### src/rtl/fetch_ctrl_if.sv
// Bundle of fetch_ctrl handshake signals: pipeline control, instruction-memory
// req/ack bus and the decode-side outputs.
interface fetch_ctrl_if;
    logic        stall;
    logic        redirect;
    logic [31:0] redirect_pc;
    logic        imem_req;
    logic [31:0] imem_addr;
    logic        imem_ack;
    logic [31:0] imem_rdata;
    logic [31:0] instr;
    logic        instr_valid;
    logic [31:0] pc;
    logic [31:0] pc_old;
    logic        misalign;

    modport master (
        input  stall, redirect, redirect_pc, imem_ack, imem_rdata,
        output imem_req, imem_addr, instr, instr_valid, pc, pc_old, misalign
    );

    modport slave (
        output stall, redirect, redirect_pc, imem_ack, imem_rdata,
        input  imem_req, imem_addr, instr, instr_valid, pc, pc_old, misalign
    );
endinterface

### src/rtl/fetch_ctrl.sv
// Redirect-aware instruction-fetch sequencer: owns the PC, runs the imem req/ack
// loop and holds one instruction for decode. FETCH_ALIGN_CHECK_EN enables the misalign trap.
module fetch_ctrl #(
    parameter logic [31:0] RESET_PC  = 32'h0000_0000,
    parameter logic [31:0] NOP_INSTR = 32'h0000_0013
) (
    input  logic          clk,
    input  logic          res,
    fetch_ctrl_if.master  bus
);

    localparam logic [1:0] S_IDLE  = 2'd0;
    localparam logic [1:0] S_FETCH = 2'd1;
    localparam logic [1:0] S_VALID = 2'd2;
    localparam logic [1:0] S_TRAP  = 2'd3;

    logic [1:0]  r_state;
    logic [31:0] r_pc;
    logic [31:0] r_pc_old;
    logic [31:0] r_instr;
    logic        r_valid;
    logic        r_kill;
    logic        r_misalign;

    logic [1:0]  w_state_nx;
    logic [31:0] w_pc_nx;
    logic [31:0] w_pc_old_nx;
    logic [31:0] w_instr_nx;
    logic        w_valid_nx;
    logic        w_kill_nx;
    logic        w_mis_nx;
    logic [31:0] w_tgt;
    logic        w_bad;

`ifdef FETCH_ALIGN_CHECK_EN
    assign w_tgt = bus.redirect_pc;
    assign w_bad = (bus.redirect_pc[1:0] != 2'b00);
`else
    assign w_tgt = {bus.redirect_pc[31:2], 2'b00};
    assign w_bad = 1'b0;
`endif

    always_comb begin
        w_state_nx  = r_state;
        w_pc_nx     = r_pc;
        w_pc_old_nx = r_pc_old;
        w_instr_nx  = r_instr;
        w_valid_nx  = r_valid;
        w_kill_nx   = r_kill;
        w_mis_nx    = r_misalign;
        case (r_state)
            S_IDLE: begin
                w_state_nx = S_FETCH;
                if (bus.redirect) begin
                    w_pc_nx  = w_tgt;
                    w_mis_nx = w_bad;
                    if (w_bad) w_state_nx = S_TRAP;
                end
            end
            S_FETCH: begin
                if (bus.redirect) begin
                    w_pc_nx  = w_tgt;
                    w_mis_nx = w_bad;
                    // Ack in the same cycle drains the request, so nothing is left to kill.
                    if (bus.imem_ack) begin
                        w_kill_nx = 1'b0;
                        if (w_bad) w_state_nx = S_TRAP;
                    end else begin
                        w_kill_nx = 1'b1;
                    end
                end else if (bus.imem_ack) begin
                    if (r_kill) begin
                        w_kill_nx = 1'b0;
                        if (r_misalign) w_state_nx = S_TRAP;
                    end else begin
                        w_instr_nx  = bus.imem_rdata;
                        w_pc_old_nx = r_pc;
                        w_pc_nx     = r_pc + 32'd4;
                        w_valid_nx  = 1'b1;
                        w_state_nx  = S_VALID;
                    end
                end
            end
            S_VALID: begin
                if (bus.redirect) begin
                    w_pc_nx    = w_tgt;
                    w_mis_nx   = w_bad;
                    w_valid_nx = 1'b0;
                    w_instr_nx = NOP_INSTR;
                    w_state_nx = w_bad ? S_TRAP : S_FETCH;
                end else if (!bus.stall) begin
                    w_valid_nx = 1'b0;
                    w_instr_nx = NOP_INSTR;
                    w_state_nx = S_FETCH;
                end
            end
            S_TRAP: begin
                if (bus.redirect) begin
                    w_pc_nx  = w_tgt;
                    w_mis_nx = w_bad;
                    if (!w_bad) w_state_nx = S_FETCH;
                end
            end
            default: w_state_nx = S_IDLE;
        endcase
    end

    always_ff @(posedge clk or posedge res) begin
        if (res) begin
            r_state    <= S_IDLE;
            r_pc       <= RESET_PC;
            r_pc_old   <= 32'h0;
            r_instr    <= NOP_INSTR;
            r_valid    <= 1'b0;
            r_kill     <= 1'b0;
            r_misalign <= 1'b0;
        end else begin
            r_state    <= w_state_nx;
            r_pc       <= w_pc_nx;
            r_pc_old   <= w_pc_old_nx;
            r_instr    <= w_instr_nx;
            r_valid    <= w_valid_nx;
            r_kill     <= w_kill_nx;
            r_misalign <= w_mis_nx;
        end
    end

    assign bus.imem_req    = (r_state == S_FETCH);
    assign bus.imem_addr   = r_pc;
    assign bus.pc          = r_pc;
    assign bus.pc_old      = r_pc_old;
    assign bus.instr       = r_instr;
    assign bus.instr_valid = r_valid;
    assign bus.misalign    = r_misalign;

endmodule
### src/flat_wrapper.sv
// flat-port wrapper written by rule: the top's interface ports become plain ports
module fetch_ctrl_flat 
#(
    parameter logic [31:0] RESET_PC  = 32'h0000_0000,
    parameter logic [31:0] NOP_INSTR = 32'h0000_0013
)
  (clk, res, bus_stall, bus_redirect, bus_redirect_pc, bus_imem_ack, bus_imem_rdata, bus_imem_req, bus_imem_addr, bus_instr, bus_instr_valid, bus_pc, bus_pc_old, bus_misalign);
  fetch_ctrl_if bus_i ();
  input  logic clk;
  input  logic res;
  input wire logic [$bits(bus_i.stall)-1:0] bus_stall;
  input wire logic [$bits(bus_i.redirect)-1:0] bus_redirect;
  input wire logic [$bits(bus_i.redirect_pc)-1:0] bus_redirect_pc;
  input wire logic [$bits(bus_i.imem_ack)-1:0] bus_imem_ack;
  input wire logic [$bits(bus_i.imem_rdata)-1:0] bus_imem_rdata;
  output wire logic [$bits(bus_i.imem_req)-1:0] bus_imem_req;
  output wire logic [$bits(bus_i.imem_addr)-1:0] bus_imem_addr;
  output wire logic [$bits(bus_i.instr)-1:0] bus_instr;
  output wire logic [$bits(bus_i.instr_valid)-1:0] bus_instr_valid;
  output wire logic [$bits(bus_i.pc)-1:0] bus_pc;
  output wire logic [$bits(bus_i.pc_old)-1:0] bus_pc_old;
  output wire logic [$bits(bus_i.misalign)-1:0] bus_misalign;
  assign bus_i.stall = bus_stall;
  assign bus_i.redirect = bus_redirect;
  assign bus_i.redirect_pc = bus_redirect_pc;
  assign bus_i.imem_ack = bus_imem_ack;
  assign bus_i.imem_rdata = bus_imem_rdata;
  assign bus_imem_req = bus_i.imem_req;
  assign bus_imem_addr = bus_i.imem_addr;
  assign bus_instr = bus_i.instr;
  assign bus_instr_valid = bus_i.instr_valid;
  assign bus_pc = bus_i.pc;
  assign bus_pc_old = bus_i.pc_old;
  assign bus_misalign = bus_i.misalign;
  fetch_ctrl #(.RESET_PC(RESET_PC), .NOP_INSTR(NOP_INSTR)) u_core (.clk(clk), .res(res), .bus(bus_i));
endmodule
### config.mk
export PLATFORM = sky130hd
export DESIGN_NAME = fetch_ctrl_flat
export DESIGN_NICKNAME = d
export VERILOG_FILES = /design/src/rtl/fetch_ctrl_if.sv /design/src/rtl/fetch_ctrl.sv /design/src/flat_wrapper.sv
export SDC_FILE = /design/constraint.sdc
export NUM_CORES = 1
export LEC_CHECK = 0
export ABC_AREA = 1
export CORE_MARGIN = 3
export CORE_UTILIZATION = 40
export DETAILED_ROUTE_END_ITERATION = 10
export GPL_TIMING_DRIVEN = 0
export PLACE_DENSITY = 0.78
export SLEW_MARGIN = 0
export SYNTH_ARGS = -nofsm -noshare
export SYNTH_HDL_FRONTEND = slang
export SYNTH_SLANG_ARGS = --single-unit
export TNS_END_PERCENT = 1
### constraint.sdc
create_clock -name clk -period 3.2 [get_ports clk]
set_input_delay 0.64 -clock clk [delete_from_list [all_inputs] [get_ports clk]]
set_output_delay 0.64 -clock clk [all_outputs]
set_load 0.01 [all_outputs]
Word-level counts from Yosys, hierarchy flattened
Cells that the tools add are included.
{ "classes": {"addsub": 1, "n_eq_ne": 13, "mux": 30, "bitwise": 2, "reduce_logical": 10} }
{ "op_table": {"columns": ["operator", "n"], "rows": [
  ["32-bit 2-to-1 mux", 9],
  ["32-bit one-hot mux with 2 select lines", 2],
  ["32-bit by 3-bit adder with 32-bit output, second input constant", 1],
  ["2-bit 2-to-1 mux", 7],
  ["3-bit inequality test, second input constant", 4],
  ["1-bit 2-to-1 mux", 10],
  ["5-bit AND reduction", 2],
  ["2-bit inequality test, second input constant", 4],
  ["2-bit one-hot mux with 4 select lines", 1],
  ["2-bit == test, second input constant", 2],
  ["2-bit by 1-bit inequality test with 1-bit output, second input constant", 2],
  ["4-bit AND reduction", 1],
  ["2-bit nonzero test", 2],
  ["4-bit OR reduction", 1],
  ["3-bit AND reduction", 1],
  ["3-bit OR reduction", 1],
  ["2-bit by 1-bit == test with 1-bit output, second input constant", 1],
  ["2-bit zero test", 1],
  ["1-bit NOT", 2],
  ["1-bit one-hot mux with 2 select lines", 1],
  ["2-bit AND reduction", 1]
]} }
{ "totals": {"reg_bits": 101, "inputBits": 69, "out_inout_bits": 131, "word_cells": 63} }

Depth between registers and ports, before layout
Gate-level depths: netlist of run 1.
{ "logic_depth": {"word_depth": 5, "mapped_depth": 10, "ltp_nobuf": 10} }

Least setup slack after synthesis of run 1
OpenSTA, ideal clock, no wires.
{ "synth_timing": {"path_kind": "register to register", "from": "register u_core.r_state[1]", "to": "register u_core.r_pc_old[6] (netlist: u_core.bus.pc_old[6])", "setup_time_ns": 0.122, "arrival_ns": 1.578, "required_time_ns": 3.078, "setup_slack_ns": 1.500, "path_stages_with_launch": 11, "n_path_buf": 1, "period_less_slack_ns": 1.700, "cell_sequence": "dfrtp_1 inv_1 ha_1 nand2_2 nor2_8 inv_2 nor2_8 inv_4 buf_2 nand2_1 o21ai_1"} }
{ "synth_between": {"elab_chain_cells": 2} }
{ "synth_lines": {"columns": ["item", "line", "source"], "rows": [
  ["start: declaration", "fetch_ctrl.sv:17", "logic [1:0] r_state;"],
  ["start signal: assignment", "fetch_ctrl.sv:118", "r_state <= w_state_nx;"],
  ["2-bit by 1-bit == test with 1-bit output", null, null],
  ["net bus_imem_req", "flat_wrapper.sv:16", "output wire logic [$bits(bus_i.imem_req)-1:0] bus_imem_req;"],
  ["4-bit AND reduction (no line)", null, null],
  ["end signal: assignment", "fetch_ctrl.sv:120", "r_pc_old <= w_pc_old_nx;"],
  ["end: declaration", "fetch_ctrl.sv:19", "logic [31:0] r_pc_old;"]
]} }
The timed path passes the listed nets, and every way through them passes these cells.
A chain may end at the register's enable or synchronous reset.

Worst setup path in the final report of run 1
{ "layout_timing": {"from": "register u_core.r_state[1]", "to": "output port bus_imem_req"} }
{ "layout_between": {"elab_chain_cells": 1} }
{ "layout_lines": {"columns": ["item", "line", "source"], "rows": [
  ["2-bit by 1-bit == test with 1-bit output", "fetch_ctrl.sv:128", "assign bus.imem_req = (r_state == S_FETCH);"],
  ["end: declaration", "flat_wrapper.sv:16", null]
]} }
No other way between the ends.

==> run metrics, run 1 <==
CTS tree=yes; vias in the first global route=4936; share of layout cells above drive strength 1=between 10% and 20%; largest net degree at the start of global routing=60; Static Leak=between 3 and 4 nW; min-delay worst type=reg -> reg; cts repair resizes=0; I/O pin cnt=200; Layout area overhead=49.5%; Final GP Congestion=~0.9; Hold Path Origin=u_core.bus.pc_old[16]; CP Launch Type=register; Pwr per Cell Area=slightly below 1000 nW/µm²; fin crit period=roughly 2300 ps; DRT Pass-1 Iters=5; VDD IR max=0.465 mV; Synth Area in Adders=approximately 1.0%; Max clock buf depth=2; Die Wd=around 120 µm; routed length per instance=around 16 µm; mean post-synth cell area=between 8 and 9 µm²; critical path cell sequence=inv_1 > ha_1 > clkdlybuf4s50_1; Detailed Place HPWL=about 12000 µm; sequential fraction of the synthesis area=approximately 48%; placement-stage cell area=a little over 7000 µm²; Die H=about 120 µm; combinational family with the most area after synthesis=simple AND/OR/NAND/NOR gates; initial DRC count=around 340; hold slack=around 470 ps; n_diodes=0; worst-path fanout max=6; Setup CP Type=reg -> out; hold path cells=2; Slew headroom=about three fifths; RSZ-0062 raised after global routing=false; number of port buffers=189; slowest CP cell=clkdlybuf4s50_1; Fin Setup TNS=0 ps; worst slew pin tran=609 ps; initial antenna violation count=0; WP buf/inv=2; worst r2r path cells=8; row count=40; CTS H-Tree Depth=3; status=completed; Max Clk Rate=about 430 MHz; max cap viols=0; mux cell area share after synthesis=0%; final worst path period share=about 73%; post-synthesis compound-gate area fraction=between 10% and 20%; simple-gate portion of the synthesized area=a little over a quarter; detailed-route via count=4935; final wirelength=15700 µm; CP Data Arrival Time=between 1500 and 2000 ps; Mapped Cells=610; Root Driver=clkbuf_16; cell area after synthesis=approximately 5000 µm²; clock-pin slew on the worst setup and hold paths=around 70 ps; Final ANT Viol Nets=0; xor/xnor share of the synthesized area=less than 1%; r2r startpoint=u_core.r_state[1]; Yosys warnings=0; Final setup viols=0; setup repair bufs after CTS=0; core area=12100 µm²; cts hold-fix bufs=0; total global-route track usage=approximately 22%; Post-Layout Cell Count=990; Worst-Skew Late Latency=between 300 and 400 ps; clk_skew=~3.3 ps; #FFs+latches synth=96; nets=890; first-pass GRT wire length=between 20000 and 25000 µm; crit end category=output port; FILL cells=approximately 1000; GR Overflow Total=0; DR DRC count=0; Die ar.=between 10000 and 15000 µm²; final-report hold violation count=0; initial core utilization=between 40% and 50%; worst r2r dst=u_core.bus.imem_addr[13]; slowest stage delay, CP=approximately 600 ps; Worst Hold Endpoint=u_core.bus.pc_old[16]; post-synth cell types=35; CTS sink cnt=96; CTS Buf Count=9; Final Slew Violations=0; critical path required time=2560 ps; cell family with most CP delay=buffers and inverters; vias per std cell=approximately 5; R2R setup slack=roughly 1100 ps; design area=between 7000 and 8000 µm²; Cells after DPL=around 970
==> power by group <==
| group | internal (mW) | switching [mW] |
|---|---|---|
| logic | 2.01 | 1.74 |
| registers | 1.77 | 0.497 |
| clock network | 0.710 | 0.466 |
==> cell usage after synthesis <==
| master | n | share of area [%] |
|---|---|---|
| nand2_2 | 3 | 0.38 |
| nor2_2 | 5 | 0.63 |
| nand3b_2 | 1 | 0.23 |
| o221ai_1 | 1 | 0.18 |
| inv_4 | 2 | 0.25 |
| ha_1 | 4 | 1.0 |
| dfrtp_1 | 93 | 47 |
| nand2_1 | 173 | 13 |
| a31oi_1 | 1 | 0.13 |
| o21a_1 | 1 | 0.15 |
| nor2_4 | 3 | 0.68 |
| o21ai_0 | 24 | 2.4 |
| inv_2 | 2 | 0.15 |
| inv_1 | 40 | 3.0 |
| o22ai_1 | 3 | 0.38 |
| or2_2 | 1 | 0.13 |
| a22o_1 | 29 | 5.1 |
| dfstp_2 | 3 | 1.6 |
| a21boi_1 | 1 | 0.15 |
| clkinv_1 | 1 | 0.075 |
| o211ai_1 | 4 | 0.60 |
| a211oi_1 | 1 | 0.15 |
| nand4_1 | 2 | 0.25 |
| buf_2 | 8 | 0.80 |
| clkbuf_1 | 5 | 0.38 |
| nor2_8 | 2 | 0.80 |
| nand3_1 | 45 | 4.5 |
| buf_6 | 7 | 1.6 |
| a21oi_1 | 6 | 0.60 |
| conb_1 | 1 | 0.075 |
| o21ai_1 | 25 | 2.5 |
| xor2_1 | 2 | 0.35 |
| nor2_1 | 70 | 5.3 |
| and2_1 | 2 | 0.25 |
| buf_4 | 39 | 5.9 |
==> cells by family after synthesis <==
logic type      Yosys count
xor+xnor                  2
compound gates           96
simple gates            307
other cells               1
fa+ha+maj                 4
flops                    96
buf+inv                 104
==> state kept, by name, summed over array words and instances (netlist names) <==
register,count
u_core.bus.imem_addr,30
u_core.bus.instr,32
u_core.bus.instr_valid,1
u_core.bus.pc_old,30
u_core.r_kill,1
u_core.r_state,2
==> per-layer routing <==
layer | track usage [%] | vias up | share of wire, %
met2 | 37.2 | 253 | 48
met4 | 6.52 | 0 | 2.1
met1 | 28.1 | 2297 | 42
met3 | 5.67 | 31 | 8.5
li1 | - | 2354 | -
met5 | 0 | - | 0
==> how the worst max path moves through the flow <==
stage	start	to	slack [ps]	cells past startpoint
2_1_floorplan	res	u_core.bus.imem_addr[10]	60	1
3_3_place_gp	res	u_core.bus.pc_old[22]	-1350	2
3_5_place_dp	bus_imem_ack	u_core.bus.imem_addr[2]	850	7
4_1_cts	u_core.r_state[1]	bus_imem_req	830	3
5_1_grt	u_core.r_state[1]	bus_imem_req	790	3
6_report	u_core.r_state[1]	bus_imem_req	860	3
==> metrics by stage <==
| step | total power, mW | util (%) | worst slack, ps |
|---|---|---|---|
| floorplan | 4.13 | - | 59.6 |
| global placement | 5.91 | 58.8 | -1350 |
| detailed placement | 6.02 | 59.1 | 850 |
| CTS | 7.22 | 61.7 | 831 |
| global route | 7.63 | 61.7 | 792 |
| finish | 7.19 | 61.7 | 857 |
==> tightest hold or removal path: cells and delay by family, from the launching register on <==
family / cells / cell delay [ps]
simple gates: 2 / 90
flops: 1 / 340
==> cells in the final DEF (no fill, tap or decap), drive strengths merged, types with 2 or more instances in the layout <==
cell type and count:
o21ai 49, clkdlybuf4s50 189, dfstp 3, nand2 176, nor2 80, bufinv 2
a21oi 6, ha 4, inv 45, nand4 2, buf 55, clkbuf 17
xor2 2, conb 7, o211ai 4, and2 2, o22ai 3, a22o 29
dfrtp 93, nand3 45
==> layout make-up <==
type	count	area [µm²]	area share (%)
Tap cell	168	210	2.81
Multi-Input combinational cell	416	2010	26.9
Timing Repair Buffer	190	1920	25.7
Clock buffer	12	246	3.30
Buffer	59	430	5.76
Inverter	45	176	2.36
Clock inverter	4	76.3	1.02
Sequential cell	96	2410	32.2
(Power assumes the default switching activity.)
==> run 2, diff against run 1 <==
- clock period: 3.2 -> 2.04 ns (I/O delays scaled with it)
==> run 2 against run 1 <==
Cell count is 0.10% higher; hold slack worse by 80 ps; die area unchanged; clock power grew 55%; flip-flop and latch count stayed put; critical endpoint is now bus_pc[19]; largest cell class unchanged; highest routed layer unchanged.
==> run metrics, run 2 (synthesized netlist as in run 1, its figures left out) <==
worst-path fanout max=7 (+1); end of the critical path=bus_pc[19]; n_diodes=0 (unchanged); GR Overflow Total=0 (unchanged); Largest register FFs=32 (unchanged); nets=891 (+0.11%); routed length per instance=16.0 µm (+0.62%); Register Area=2410 µm² (+0.10%); CTS Buf Count=9 (unchanged); largest net degree at the start of global routing=45 (-25%); Post-Layout Cell Count=991 (+0.10%); share of layout cells above drive strength 1=12.2% (+0.96 points); CP Data Arrival Time=1550 ps (-150 ps); CTS H-Tree Depth=3 (unchanged); final worst path period share=between 90 and 100%; Die Wd=118 µm (unchanged); Max Clk Rate=between 500 and 600 MHz; Cells after DPL=975 (+0.10%); commonest non-fill, non-tap cell in the layout=clkdlybuf4s50_1; detailed-route via count=4879 (-1.1%); R2R setup slack=120 ps (-1020 ps); hold path cells=3 (+1); final wirelength=15900 µm (+0.72%); Slew headroom=50.5% (-8.9 points); final design utilization=62.0% (+0.28 points); CP Launch Type=register; Top Metal Used=met4; final-report hold violation count=0 (unchanged); r2r startpoint=u_core.r_state[0]; Static Leak=3.42 nW (+0.48%); DR DRC count=0 (unchanged); Final setup viols=0 (unchanged); setup repair bufs after CTS=0 (unchanged); DRT met1 WL=6640 µm (+0.76%); worst slew pin tran=741 ps (+132 ps); Final GP Congestion=0.911 (-1.3%); area of the multi-input gates=2020 µm² (+0.50%); clock-pin slew on the worst setup and hold paths=60 ps (about the same); VDD IR max=0.676 mV (+45%); WL met3=1330 µm (-0.15%); CTS tree=yes; core area=12100 µm² (unchanged); crit path from=u_core.bus.imem_addr[19]; Root Driver=clkbuf_16; Die ar.=13900 µm² (unchanged); I/O pin cnt=200 (unchanged); cts repair resizes=2 (+2); row count=40 (unchanged); Worst-Skew Late Latency=340 ps (about the same); initial antenna violation count=0 (unchanged); Final Slew Violations=0 (unchanged); number of port buffers=189 (unchanged); first-pass GRT wire length=25300 µm (+1.2%); Detailed Place HPWL=12300 µm (+1.3%); hold slack=390 ps (-80.4 ps); CTS sink cnt=96 (unchanged); total global-route track usage=22.6% (+0.52 points); status=completed; Max clock buf depth=2 (unchanged); Fin Setup TNS=0 ps (unchanged); clk_skew=5.83 ps (+2.52 ps); commonest non-fill, non-tap cells in the layout=clkdlybuf4s50_1, nand2_1, dfrtp_1; FILL cells=1031 (+1.1%); min-delay worst type=in -> reg; Setup CP Type=reg -> out; vias in the first global route=4839 (-2.0%); initial core utilization=41.3% (unchanged); Pwr per Cell Area=1500 nW/µm² (+56%); initial DRC count=331 (-3.8%); RSZ-0062 raised after global routing=true; crit end category=output port; cts hold-fix bufs=0 (unchanged); Layout area overhead=50.2%; critical path required time=1630 ps (-930 ps); Final Power=11.2 mW (+56%); worst r2r path cells=8 (unchanged); DRT Pass-1 Iters=5 (unchanged); Die H=118 µm (unchanged); fin crit period=1960 ps; vias per std cell=4.92 (-1.2%); worst r2r dst=u_core.bus.imem_addr[4]; met2 WL=7640 µm (+1.8%); max cap viols=0 (unchanged); Final ANT Viol Nets=0 (unchanged)
-- run 2: critical path, stage by stage, from the launching register on --
cell and delay, ps:
dfrtp_1 520, buf_4 170, clkdlybuf4s50_1 520
-- run 2: power breakdown --
group / internal [mW] / switching, mW
logic: 3.16 / 2.68
clock network: 1.11 / 0.724
registers: 2.77 / 0.796
total: 7.04 / 4.20
-- run 2: layout make-up --
type                       count  share of cell area, %
tap                          168                   2.80
clock inverter                 5                   1.05
inverter                      45                   2.37
buffer                        59                   5.76
sequential                    96                   32.1
clock buffer                  11                   3.23
multi-input combinational    416                   26.9
timing repair buffer         191                   25.8
-- run 2: per-layer routing --
layer	track usage [%]	vias up
li1	-	2353
met1	28.1	2269
met2	38.1	232
met3	6.73	25
met4	6.96	0
met5	0	-
-- run 2: stage by stage --
step / worst slack (ps) / instance area, µm²
finish: 80.0 / 7510
global route: -14.0 / 7510
CTS: 5.52 / 7500
detailed placement: -90.8 / 7180
global placement: -486 / 7130
floorplan: 340 / 5030
-- run 2: how the worst min path moves through the flow --
stage                                startpoint                  endpoint  slack [ps]
after detailed placement  u_core.bus.pc_old[18]     u_core.bus.pc_old[18]         460
after CTS                          bus_redirect  u_core.bus.imem_addr[16]         380
after global placement    u_core.bus.pc_old[18]     u_core.bus.pc_old[18]         460
after global routing               bus_redirect  u_core.bus.imem_addr[16]         400
final                              bus_redirect  u_core.bus.imem_addr[16]         390
after floorplan             u_core.bus.instr[0]       u_core.bus.instr[0]         490
